===== config.mk =====
export PLATFORM = sky130hd
export DESIGN_NAME = arb2_req_buf
export DESIGN_NICKNAME = d
export VERILOG_FILES = /design/src/rtl/arb2_pkg.sv /design/src/rtl/arb2_req_fifo.sv /design/src/rtl/arb2_req_buf.sv
export SDC_FILE = /design/constraint.sdc
export NUM_CORES = 1
export LEC_CHECK = 0
export BUFFER_PORTS_ARGS = -buffer_cell sky130_fd_sc_hd__buf_2
export CORE_UTILIZATION = 55
export DETAILED_ROUTE_END_ITERATION = 7
export PLACE_DENSITY_LB_ADDON = 0.25
export SLEW_MARGIN = 40
export SYNTH_ARGS = -nofsm -noshare
export SYNTH_HDL_FRONTEND = slang
export SYNTH_SLANG_ARGS = --single-unit
export TNS_END_PERCENT = 1

===== constraint.sdc =====
create_clock -name clk -period 5.9 [get_ports clk]
set_input_delay 0.295 -clock clk [delete_from_list [all_inputs] [get_ports clk]]
set_output_delay 0.295 -clock clk [all_outputs]
set_load 0.01 [all_outputs]

===== src/rtl/arb2_pkg.sv =====
// Shared defaults and source encodings for the two-client request buffer.
package arb2_pkg;
  localparam int   DATA_W_DEF = 8;
  localparam int   DEPTH_DEF  = 4;
  localparam logic SRC_1      = 1'b0;
  localparam logic SRC_2      = 1'b1;
endpackage


===== src/rtl/arb2_req_fifo.sv =====
// Per-client FIFO: push lands next cycle, head is the registered oldest entry.
// A full FIFO refuses a push even if it pops in the same cycle (full comes from count only).
module arb2_req_fifo
  import arb2_pkg::*;
#(
  parameter int DATA_W = DATA_W_DEF,
  parameter int DEPTH  = DEPTH_DEF
) (
  input  logic              clk,
  input  logic              rst,
  input  logic              push,
  input  logic              pop,
  input  logic [DATA_W-1:0] din,
  output logic              full,
  output logic              empty,
  output logic [DATA_W-1:0] head
);
  localparam int PTR_W = $clog2(DEPTH);
  localparam int CNT_W = PTR_W + 1;

  logic [PTR_W-1:0]  wr_ptr_q, wr_ptr_d;
  logic [PTR_W-1:0]  rd_ptr_q, rd_ptr_d;
  logic [CNT_W-1:0]  cnt_q, cnt_d;
  logic [DATA_W-1:0] mem_q [DEPTH];
  logic              do_push, do_pop;

  assign full    = (cnt_q == CNT_W'(DEPTH));
  assign empty   = (cnt_q == '0);
  assign head    = mem_q[rd_ptr_q];
  assign do_push = push & ~full;
  assign do_pop  = pop & ~empty;

  // DEPTH is a power of two, so pointer overflow is the modulo wrap.
  always_comb begin
    wr_ptr_d = do_push ? wr_ptr_q + PTR_W'(1) : wr_ptr_q;
    rd_ptr_d = do_pop  ? rd_ptr_q + PTR_W'(1) : rd_ptr_q;
    cnt_d    = cnt_q + CNT_W'(do_push) - CNT_W'(do_pop);
  end

  always_ff @(posedge clk) begin
    if (rst) begin
      wr_ptr_q <= '0;
      rd_ptr_q <= '0;
      cnt_q    <= '0;
    end else begin
      wr_ptr_q <= wr_ptr_d;
      rd_ptr_q <= rd_ptr_d;
      cnt_q    <= cnt_d;
    end
  end

  always_ff @(posedge clk) begin
    if (!rst && do_push) mem_q[wr_ptr_q] <= din;
  end
endmodule


===== src/rtl/arb2_req_buf.sv =====
// Two client FIFOs feeding one output register via an external 2-way arbiter; push-to-out_valid 2 cycles.
// Requests drop while the output is stalled; ARB2_REQ_BUF_ERR_EN adds a sticky gnt_err port.
module arb2_req_buf
  import arb2_pkg::*;
#(
  parameter int DATA_W = DATA_W_DEF,
  parameter int DEPTH  = DEPTH_DEF
) (
  input  logic              clk,
  input  logic              rst,
  input  logic              in1_valid,
  output logic              in1_ready,
  input  logic [DATA_W-1:0] in1_data,
  input  logic              in2_valid,
  output logic              in2_ready,
  input  logic [DATA_W-1:0] in2_data,
  output logic              req1,
  output logic              req2,
  input  logic              gnt1,
  input  logic              gnt2,
  output logic              out_valid,
  input  logic              out_ready,
  output logic [DATA_W-1:0] out_data,
  output logic              out_src
`ifdef ARB2_REQ_BUF_ERR_EN
  ,
  output logic              gnt_err
`endif
);
  logic              full1, full2, empty1, empty2;
  logic [DATA_W-1:0] head1, head2;
  logic              load_ok, take1, take2;
  logic              out_valid_q, out_valid_d;
  logic [DATA_W-1:0] out_data_q, out_data_d;
  logic              out_src_q, out_src_d;

  assign in1_ready = ~full1;
  assign in2_ready = ~full2;
  assign load_ok   = ~out_valid_q | out_ready;
  assign req1      = ~empty1 & load_ok;
  assign req2      = ~empty2 & load_ok;
  // Client 1 wins a double grant; client 2 keeps its head untouched.
  assign take1     = gnt1 & req1;
  assign take2     = gnt2 & req2 & ~take1;

  arb2_req_fifo #(.DATA_W(DATA_W), .DEPTH(DEPTH)) u_fifo1 (
    .clk   (clk),
    .rst   (rst),
    .push  (in1_valid),
    .pop   (take1),
    .din   (in1_data),
    .full  (full1),
    .empty (empty1),
    .head  (head1)
  );

  arb2_req_fifo #(.DATA_W(DATA_W), .DEPTH(DEPTH)) u_fifo2 (
    .clk   (clk),
    .rst   (rst),
    .push  (in2_valid),
    .pop   (take2),
    .din   (in2_data),
    .full  (full2),
    .empty (empty2),
    .head  (head2)
  );

  always_comb begin
    out_valid_d = out_valid_q;
    out_data_d  = out_data_q;
    out_src_d   = out_src_q;
    if (take1) begin
      out_valid_d = 1'b1;
      out_data_d  = head1;
      out_src_d   = SRC_1;
    end else if (take2) begin
      out_valid_d = 1'b1;
      out_data_d  = head2;
      out_src_d   = SRC_2;
    end else if (out_ready) begin
      out_valid_d = 1'b0;
    end
  end

  always_ff @(posedge clk) begin
    if (rst) begin
      out_valid_q <= 1'b0;
      out_data_q  <= '0;
      out_src_q   <= 1'b0;
    end else begin
      out_valid_q <= out_valid_d;
      out_data_q  <= out_data_d;
      out_src_q   <= out_src_d;
    end
  end

  assign out_valid = out_valid_q;
  assign out_data  = out_data_q;
  assign out_src   = out_src_q;

`ifdef ARB2_REQ_BUF_ERR_EN
  logic gnt_err_q, gnt_err_d;

  assign gnt_err_d = gnt_err_q | (gnt1 & gnt2) | (gnt1 & ~req1) | (gnt2 & ~req2);

  always_ff @(posedge clk) begin
    if (rst) gnt_err_q <= 1'b0;
    else     gnt_err_q <= gnt_err_d;
  end

  assign gnt_err = gnt_err_q;
`endif
endmodule


* Word level (Yosys, flattened, before mapping)
Memories as Yosys holds them, arrays and structs flattened. A register that Yosys moved wholly into a read port is not among the register bits. Index checks and enable logic that the tools add are counted.
Storage, ports and cells: register bits 24, memory bits (writable) 64, output and inout port bits 14, logic and storage cells 58, memories kept 2
Cells by class: add/sub/neg operators 8, equality and inequality tests 2, multiplexer cells 13, bitwise operators 16, reduce and logical (&&, ||, !) cells 8
Memory list:
- u_fifo1.mem_q | words 4, width 8, rd ports 1, clocked after Yosys merged registers in 1, wr ports 1, line arb2_req_fifo.sv:24 | logic [DATA_W-1:0] mem_q [DEPTH];
- u_fifo2.mem_q | words 4, width 8, rd ports 1, clocked after Yosys merged registers in 1, wr ports 1, line arb2_req_fifo.sv:24
Operators with widths (number):
- $mux W8 | 2
- $and A1 B1 Y1 | 9
- $add A2 B1 Y2 const B | 4
- $mux W2 | 4
- $mux W1 | 7
- $add A3 B1 Y3 | 2
- $eq A3 B3 Y1 const B | 2
- $logic_not A3 Y1 | 2
- $not A1 Y1 | 6
- $sub A3 B1 Y3 | 2
- $reduce_bool A3 Y1 | 1
- $logic_and A1 B1 Y1 | 2
- $reduce_bool A2 Y1 | 1
- $reduce_or A2 Y1 | 1
- $logic_not A1 Y1 | 1
- $or A1 B1 Y1 | 1

* Logic depth before layout (Yosys ltp)
Gate-level depths: netlist of the first run.
depth in word-level cells 9, depth in mapped cells 12, mapped depth without buffers 12

* Modules after synthesis
A second synthesis of the first run with hierarchy kept.
Second synthesis, totals: cells, all modules 241, area, all modules 3816.2 µm²
By module, submodules not included:
- arb2_req_fifo | instances 2, cells an instance 93, area each 1641.6 µm², seq. area each 1141.1 µm²
- arb2_req_buf | instances 1, cells an instance 55, area each 533.0 µm², seq. area each 200.2 µm²

* Worst setup path after synthesis of the first run
OpenSTA, ideal clock, no wires.
path kind register to register, start point register u_fifo2.cnt_q[1], end point register u_fifo2.cnt_q[2], setup time 128 ps, data arrival time 2314 ps, data required time 5772 ps, setup slack 3459 ps, cell stages (with the launch flop) 13, buffers on the path 1, period minus slack after synthesis 2441 ps, cell sequence dfxtp_1 or3_1 nand3_1 buf_4 nor2_1 ha_1 inv_1 ha_1 inv_1 fa_1 xor2_1 xnor2_1 nor2_1
Between the ends: word-level cells in the longest chain between the ends 7, elaborated cells on any way between the ends 11
RTL lines:
- start: declaration | line arb2_req_fifo.sv:23 | logic [CNT_W-1:0] cnt_q, cnt_d;
- start signal: assignment | line arb2_req_fifo.sv:48 | cnt_q <= cnt_d;
- $logic_not A3 Y1 (*) | line arb2_req_fifo.sv:28 | assign empty = (cnt_q == '0);
- $not A1 Y1 (*) | line arb2_req_fifo.sv:31, arb2_req_buf.sv:41
- $and A1 B1 Y1 | line arb2_req_buf.sv:41 | assign req2 = ~empty2 & load_ok;
- $and A1 B1 Y1 (2 in a row) | line arb2_req_buf.sv:44 | assign take2 = gnt2 & req2 & ~take1;
- $and A1 B1 Y1 (*) | line arb2_req_fifo.sv:31 | assign do_pop = pop & ~empty;
- via u_fifo2.do_pop | line arb2_req_fifo.sv:25 | logic do_push, do_pop;
- $sub A3 B1 Y3 (*) | line arb2_req_fifo.sv:37 | cnt_d = cnt_q + CNT_W'(do_push) - CNT_W'(do_pop);
The timed path passes the listed nets; every way through them passes the cells marked *. A chain may end at the register's enable or synchronous reset.

* Final worst setup path of the first run
Ends and elaborated chain as after synthesis.

==> results of run 1 <==
-- cells in the final DEF (no fill, tap or decap), types with 2 or more instances in the layout --
cell type / instances
mux2i_1: 8
nand3_1: 3
clkbuf_8: 11
dfxtp_1: 28
mux4_2: 16
edfxtp_1: 64
a211oi_1: 8
buf_2: 36
clkinv_2: 2
nor2_1: 20
inv_1: 13
or3_1: 2
xor2_1: 3
and2_1: 10
nand2_1: 4
a21oi_1: 6
or3b_2: 2
clkinv_4: 3
xnor2_1: 5
ha_1: 12
nor2b_1: 2
fa_1: 2
-- per-stage QoR --
stage / instances / utilization / setup slack [ns] / instance area [µm²]
floorplan: 227 / - / 3.46 / 3650
global placement: 331 / 0.609 / 3.21 / 3890
detailed placement: 331 / 0.609 / 3.10 / 3890
CTS: 347 / 0.638 / 3.11 / 4080
global route: 347 / 0.638 / 2.89 / 4080
finish: 347 / 0.638 / 3.13 / 4080
-- power groups by stage --
stage | sequential [W] | clock [W] | combinational (W)
floorplan | 0.000844 | 0 | 0.000357
global placement | 0.000869 | 0 | 0.000442
detailed placement | 0.000873 | 0 | 0.000450
CTS | 0.000858 | 0.000393 | 0.000454
global route | 0.000869 | 0.000419 | 0.000506
finish | 0.000855 | 0.000382 | 0.000447
-- state kept, by name, summed over array words and instances, names as in the netlist, named ones only --
name              cells
u_fifo2.wr_ptr_q      2
out_valid             1
out_src               1
u_fifo1.mem_q        32
u_fifo1.rd_ptr_q      2
u_fifo2.cnt_q         3
u_fifo1.wr_ptr_q      2
u_fifo2.mem_q        32
out_data              8
u_fifo2.rd_ptr_q      2
u_fifo1.cnt_q         3
-- cell type report --
cell class | instances | area share
sequential | 92 | 0.609
multi-input combinational | 112 | 0.263
timing repair buffer | 36 | 0.0442
clock buffer | 11 | 0.0372
tap | 77 | 0.0236
inverter | 14 | 0.0135
clock inverter | 5 | 0.00890
-- metal layers --
layer,track usage,part of all wire,up-vias,wire length (µm)
met5,0,0,-,0
met4,0.0847,0.019,0,107
met3,0.0376,0.035,10,200
met2,0.281,0.49,43,2760
met1,0.245,0.46,936,2580
li1,-,-,913,-
-- cells by family (layout without fill, tap and decap cells) --
family          count (synthesis)  after routing  share of synthesized area
flops                          92             92                      0.680
compound gates                 17             17                     0.0298
fa+ha+maj                      14             14                     0.0521
xor+xnor                        8              8                     0.0192
simple gates                   49             49                     0.0723
buf+inv                        23             66                     0.0260
mux                            24             24                      0.121
-- worst paths after layout --
path | startpoint | to | slack (ns) | cells past startpoint
setup / recovery | u_fifo2.cnt_q[1] | u_fifo2.cnt_q[2] | 3.13 | 11
setup reg to reg | u_fifo2.cnt_q[1] | u_fifo2.cnt_q[2] | 3.13 | 11
hold reg to reg | u_fifo2.rd_ptr_q[1] | u_fifo2.rd_ptr_q[1] | 0.49 | 2
hold / removal | in1_data[1] | u_fifo1.mem_q[2][1] | 0.16 | 1
==> results.json, run 1 <==
{
  "power.total_w": 0.00168,
  "power.share.clock": 0.227,
  "critPathTopFamily": "simple AND/OR/NAND/NOR gates",
  "via_per_inst": 5.48,
  "hpwlAfterDp_um": 4000,
  "clockBufferDepth": 2,
  "start_util": 0.572,
  "core_um2": 6390,
  "slowest_stage": "nand3_1",
  "yosysMostFrequentCell": "edfxtp_1",
  "yosys_most_used_dff": "edfxtp_1",
  "cts_max_level": 3,
  "place_congestion": 0.702,
  "clkTransAtPathRegs_ns": 0.08,
  "internal-power_w": 0.00118,
  "async_flop_share": 0,
  "tns_ns": 0,
  "combPwrFrac": 0.265,
  "portBuffers": 36,
  "yosysUniqueCellTypes": 32,
  "crit_path_max_fanout": 14,
  "fin_nets": 302,
  "clock_latency_ns": 0.34,
  "slowest_delay_ns": 0.50,
  "synth_top_area_frac": 0.526,
  "nFillCells": 443,
  "crit_path_start_kind": "flop",
  "hold_ws_ns": 0.162,
  "hold_viol": 0,
  "drive_above_1_share": 0.270,
  "drc": 0,
  "powerDensity_nw_per_um2": 413,
  "max_cap_viol_count": 0,
  "gr-total-overflow": 0,
  "wl_per_cell_um": 16.3,
  "io-pin-count": 37,
  "max_freq_mhz": 361,
  "ys_seq_elements": 92,
  "multi_input_area_um2": 1070,
  "cts_hold_buf": 0,
  "synth_area_um2": 3650,
  "peakVddDrop_mv": 0.286,
  "fin_skew_ns": 0.00655,
  "finalSetupViolations": 0,
  "worst_pin_slew_ns": 0.700,
  "arrival_ns": 2.99,
  "cts.sinks": 92,
  "min_path_type": "in2reg",
  "required_ns": 6.12,
  "post_cts_buffers": 0,
  "cts-root-buf": "clkbuf_8",
  "grt_pass1_vias": 1981,
  "netlist_instances": 227,
  "drtIter0Drc": 122,
  "crit_buf_inv": 2,
  "cts_tree": "built",
  "final_max_slew_viol_count": 0,
  "grt_first_pass_wirelength_um": 9440,
  "synthToLayoutAreaGrowth_pct": 11.6,
  "fp.dieH_um": 83.5,
  "cts_resized": 0,
  "cp_cell_sequence": "or3_1, nand3_1, nor2_1, ha_1, inv_1, ha_1, inv_1, fa_1, xor2_1, xnor2_1, nor2_1",
  "drt_pass1_iterations": 4,
  "grt_max_degree": 29,
  "grt_util_all_layers": 0.180,
  "syn-mean-instance-area_um2": 16.1,
  "power.switching_w": 0.000499,
  "die_x_um": 83.5,
  "vias": 1902,
  "synth-edff-count": 64,
  "swShare": 0.296,
  "end_kind": "flop",
  "ys_seq_area_frac": 0.680,
  "synth_fp_nets": 264,
  "num_antenna_cells": 0,
  "worst-setup-path-type": "reg2reg",
  "maxSlewHeadroom": 0.532,
  "synth_top_cell_by_area": "edfxtp_1",
  "netlist_top_cells_count": "edfxtp_1, dfxtp_1, nor2_1",
  "min_period_ns": 2.77,
  "routed_wirelength_um": 5650,
  "numCtsBuffers": 9,
  "p_seq_frac": 0.508,
  "finalCritPeriodShare": 0.469,
  "power_leakage_nw": 1.52,
  "antenna_found_initial": 0,
  "yosys-top-cells-area": "edfxtp_1, dfxtp_1, mux4_2",
  "detail-route-antenna-nets": 0,
  "die_area_um2": 6970,
  "outcome": "finished, final reports clean",
  "synth_warnings": 0,
  "rsz0062_at_grt": "false",
  "num_rows": 29,
  "seq_area_um2": 2480
}
Note: power is estimated with default switching activity, not from simulation.
==> run 2, diff against run 1 <==
Clock period 5.9 ns to 2.7 ns, I/O delays scaled along.
==> results.json, run 2 (synthesized netlist as in run 1, its figures left out) <==
{
  "outcome": "finished, final reports clean",
  "num_antenna_cells": 0,
  "startpoint": "u_fifo1.cnt_q[1]",
  "die_x_um": 83.5,
  "holdPathEnd": "u_fifo1.mem_q[1][2]",
  "peakVddDrop_mv": 0.652,
  "fin_skew_ns": 0.00714,
  "grt_max_degree": 29,
  "drt_pass1_iterations": 5,
  "place_congestion": 0.718,
  "start_util": 0.572,
  "grt_util_all_layers": 0.183,
  "max_cap_viol_count": 0,
  "drc": 0,
  "wl_per_cell_um": 16.3,
  "cts.sinks": 92,
  "clkTransAtPathRegs_ns": 0.08,
  "slowest_stage": "or3_4",
  "worst_pin_slew_ns": 0.543,
  "worstReg2RegEnd": "u_fifo2.cnt_q[2]",
  "numCtsBuffers": 9,
  "finalSetupViolations": 0,
  "core_um2": 6390,
  "io-pin-count": 37,
  "arrival_ns": 2.60,
  "crit_buf_inv": 3,
  "cts_resized": 0,
  "final_max_slew_viol_count": 0,
  "worstHoldPathCells": 1,
  "fin_nets": 313,
  "detail-route-antenna-nets": 0,
  "crit_path_max_fanout": 8,
  "gr-total-overflow": 0,
  "drive_above_1_share": 0.253,
  "grt_pass1_vias": 1959,
  "min_period_ns": 2.39,
  "power_leakage_nw": 1.56,
  "hold_viol": 0,
  "fp.dieH_um": 83.5,
  "required_ns": 2.91,
  "tns_ns": 0,
  "maxSlewHeadroom": 0.637,
  "min_path_type": "in2reg",
  "final_util": 0.654,
  "critPathTopFamily": "adder cells",
  "portBuffers": 36,
  "clockBufferDepth": 2,
  "power.total_w": 0.00372,
  "antenna_found_initial": 0,
  "cts_tree": "built",
  "finalCritPeriodShare": 0.884,
  "crit_path_start_kind": "flop",
  "clock_latency_ns": 0.34,
  "min_from": "in1_data[2]",
  "r2r_cells": 12,
  "num_rows": 29,
  "via_per_inst": 5.35,
  "drtIter0Drc": 160,
  "routed_wirelength_um": 5830,
  "hpwlAfterDp_um": 3970,
  "slowest_delay_ns": 0.41,
  "worstReg2RegStart": "u_fifo1.cnt_q[1]",
  "cts_max_level": 3,
  "final_common_cell": "edfxtp_1",
  "layout_common_cells": "edfxtp_1, buf_2, dfxtp_1",
  "vias": 1917,
  "powerDensity_nw_per_um2": 892,
  "die_area_um2": 6970,
  "rsz0062_at_grt": "false",
  "synthToLayoutAreaGrowth_pct": 14.3,
  "r2r_slack_ns": 0.31,
  "worst-setup-path-type": "reg2reg",
  "grt_first_pass_wirelength_um": 9520,
  "end_kind": "flop",
  "cts-root-buf": "clkbuf_8",
  "max_freq_mhz": 419,
  "cp_cell_sequence": "or3_4, nand3_4, inv_4, nor2_1, ha_1, inv_1, ha_1, inv_1, fa_1, xor2_1, xnor2_1, nor2_1"
}
==> run 2: cell types whose count changed in the layout (fill, tap and decap cells not counted), sizes merged <==
cell         change
dlygate4sd3      +9
buf              +2
clkbuf           -2
bufinv           +1
clkinvlp         +1
==> run 2: layout make-up <==
class,count,area [µm²]
sequential,92,2480
timing repair buffer,47,285
inverter,14,55.1
tap,77,96.3
clock buffer,9,124
multi-input combinational,112,1070
fill,468,2210
clock inverter,7,57.6
==> run 2: power by group <==
group          leakage (nW)  internal (W)  switching [W]
Sequential            0.811       0.00171       0.000160
Clock                0.0892      0.000414       0.000433
Combinational         0.656      0.000516       0.000494
Total                  1.56       0.00264        0.00109
==> run 2: worst max path at each step <==
stage | end | cells past startpoint
6_report | u_fifo2.cnt_q[2] | 12
2_1_floorplan | u_fifo2.cnt_q[2] | 12
5_1_grt | u_fifo2.cnt_q[2] | 12
3_5_place_dp | u_fifo2.cnt_q[2] | 12
4_1_cts | u_fifo2.cnt_q[2] | 12
3_3_place_gp | u_fifo2.cnt_q[2] | 12
==> run 2: what timing repair did <==
item | in CTS | in global routing
hold endpoints to repair | 21 | 8
hold buffers | 6 | 3
buffers inserted | 0 | 0
==> run 2: through the flow <==
| stage | std cells | area, µm² | worst slack [ns] | hold slack (ns) |
|---|---|---|---|---|
| global placement | 333 | 3900 | 0.412 | 0.351 |
| detailed placement | 333 | 3900 | 0.314 | 0.355 |
| global route | 358 | 4170 | 0.178 | 0.00283 |
| floorplan | 227 | 3650 | 0.259 | 0.234 |
| finish | 358 | 4170 | 0.313 | 0.0168 |
| CTS | 355 | 4140 | 0.299 | 0.000510 |
==> run 2: per-layer routing <==
layer,routed length [µm],track usage,up-vias,share of wire
met4,44,0.0924,0,0.0075
met1,2700,0.248,946,0.46
met2,2940,0.288,33,0.50
met3,154,0.0356,2,0.026
met5,0,0,-,0
li1,-,-,936,-
==> run 3, diff against run 2 <==
Settings changed: CORE_UTILIZATION 55 to 48, PLACE_DENSITY from default to 0.75, PLACE_DENSITY_LB_ADDON 0.25 to default.
==> results.json, run 3 (synthesized netlist as in run 1, its figures left out) <==
{
  "place_congestion": 0.745,
  "die_x_um": 89.2,
  "powerDensity_nw_per_um2": 908,
  "outcome": "finished, final reports clean",
  "tns_ns": 0,
  "core_um2": 7290,
  "place_area_um2": 3930,
  "routed_wirelength_um": 6150,
  "min_period_ns": 2.36,
  "vias": 1962,
  "required_ns": 2.92,
  "grt_first_pass_wirelength_um": 9870,
  "max_cap_viol_count": 0,
  "crit_path_max_fanout": 8,
  "cts_tree": "built",
  "layout_common_cells": "edfxtp_1, buf_2, dfxtp_1",
  "post_cts_buffers": 0,
  "synthToLayoutAreaGrowth_pct": 17.6,
  "io-pin-count": 37,
  "fin_skew_ns": 0.00818,
  "drtIter0Drc": 132,
  "rsz0062_at_grt": "false",
  "cts_resized": 0,
  "min_path_type": "in2reg",
  "fin_nets": 318,
  "detail-route-antenna-nets": 0,
  "power_leakage_nw": 1.59,
  "numCtsBuffers": 9,
  "via_per_inst": 5.10,
  "place_ws_ns": 0.326,
  "arrival_ns": 2.59,
  "start_util": 0.501,
  "num_antenna_cells": 0,
  "drc": 0,
  "grt_pass1_vias": 2014,
  "final_common_cell": "edfxtp_1",
  "grt_max_degree": 29,
  "wl_per_cell_um": 16.0,
  "end_kind": "flop",
  "maxSlewHeadroom": 0.624,
  "drive_above_1_share": 0.262,
  "fp.dieH_um": 89.2,
  "drt_pass1_iterations": 4,
  "fin_area_um2": 4290,
  "cts_hold_buf": 14,
  "power.total_w": 0.00390,
  "hpwlAfterDp_um": 4210,
  "worst_pin_slew_ns": 0.563,
  "peakVddDrop_mv": 0.553,
  "max_freq_mhz": 423,
  "grt_util_all_layers": 0.178,
  "portBuffers": 36,
  "crit_path_start_kind": "flop",
  "finalSetupViolations": 0,
  "clockBufferDepth": 2,
  "final_max_slew_viol_count": 0,
  "die_area_um2": 7960,
  "clkTransAtPathRegs_ns": 0.09,
  "cts-root-buf": "clkbuf_8",
  "num_rows": 31,
  "cts.sinks": 92,
  "cts_max_level": 3,
  "nFillCells": 594,
  "gr-total-overflow": 0,
  "clock_latency_ns": 0.35,
  "worst-setup-path-type": "reg2reg",
  "antenna_found_initial": 0,
  "hold_viol": 0,
  "finalCritPeriodShare": 0.875,
  "setup_slack_ns": 0.336
}
run 3: cell types whose count changed in the layout (fill, tap and decap cells not counted), sizes merged:
cell,change
dlygate4sd3,+5
clkinv,-4
clkinvlp,+2
bufinv,+1
inv,+1
run 3: stage by stage:
stage	util	hold WS, ns	std cells
floorplan	-	0.234	227
global placement	0.539	0.350	355
detailed placement	0.539	0.353	355
CTS	0.589	0.00294	385
global route	0.589	0.00644	385
finish	0.589	0.00976	385
run 3: layer usage:
metal | track usage | wire length (µm) | vias to the layer above
li1 | - | - | 940
met1 | 0.226 | 2750 | 975
met2 | 0.296 | 3080 | 38
met3 | 0.0332 | 191 | 9
met4 | 0.0866 | 125 | 0
met5 | 0 | 0 | -
run 3: final cells by class:
class / instances / area (µm²) / share of cell area
clock buffers: 9 / 124 / 0.0288
clock inverters: 7 / 100 / 0.0233
flip-flops and latches: 92 / 2480 / 0.578
inverters: 14 / 55.1 / 0.0128
repair buffers: 52 / 335 / 0.0781
multi-input cells: 112 / 1070 / 0.250
well taps: 99 / 124 / 0.0288
run 3: critical path, stage by stage, from the launching register on:
cell,delay (ns)
dfxtp_1,0.36
or3_4,0.40
nand3_4,0.10
inv_4,0.06
nor2_1,0.11
ha_1,0.23
inv_1,0.05
ha_1,0.13
inv_1,0.04
fa_1,0.38
xor2_1,0.19
xnor2_1,0.13
nor2_1,0.05
run 3: final timing paths:
check                           slack (ns)                  end  depth (start not counted)                 from
worst max register to register        0.34     u_fifo2.cnt_q[2]                         12     u_fifo1.cnt_q[1]
worst max-delay path                  0.34     u_fifo2.cnt_q[2]                         12     u_fifo1.cnt_q[1]
worst min register to register        0.50  u_fifo2.wr_ptr_q[1]                          2  u_fifo2.wr_ptr_q[1]
worst min-delay path                  0.01  u_fifo2.mem_q[0][7]                          1          in2_data[7]
run 3: power breakdown:
| group | leakage, nW | switching [W] | internal (W) | total (W) |
|---|---|---|---|---|
| sequential | 0.811 | 0.000162 | 0.00171 | 0.00187 |
| clock | 0.102 | 0.000484 | 0.000526 | 0.00101 |
| combinational | 0.677 | 0.000498 | 0.000523 | 0.00102 |
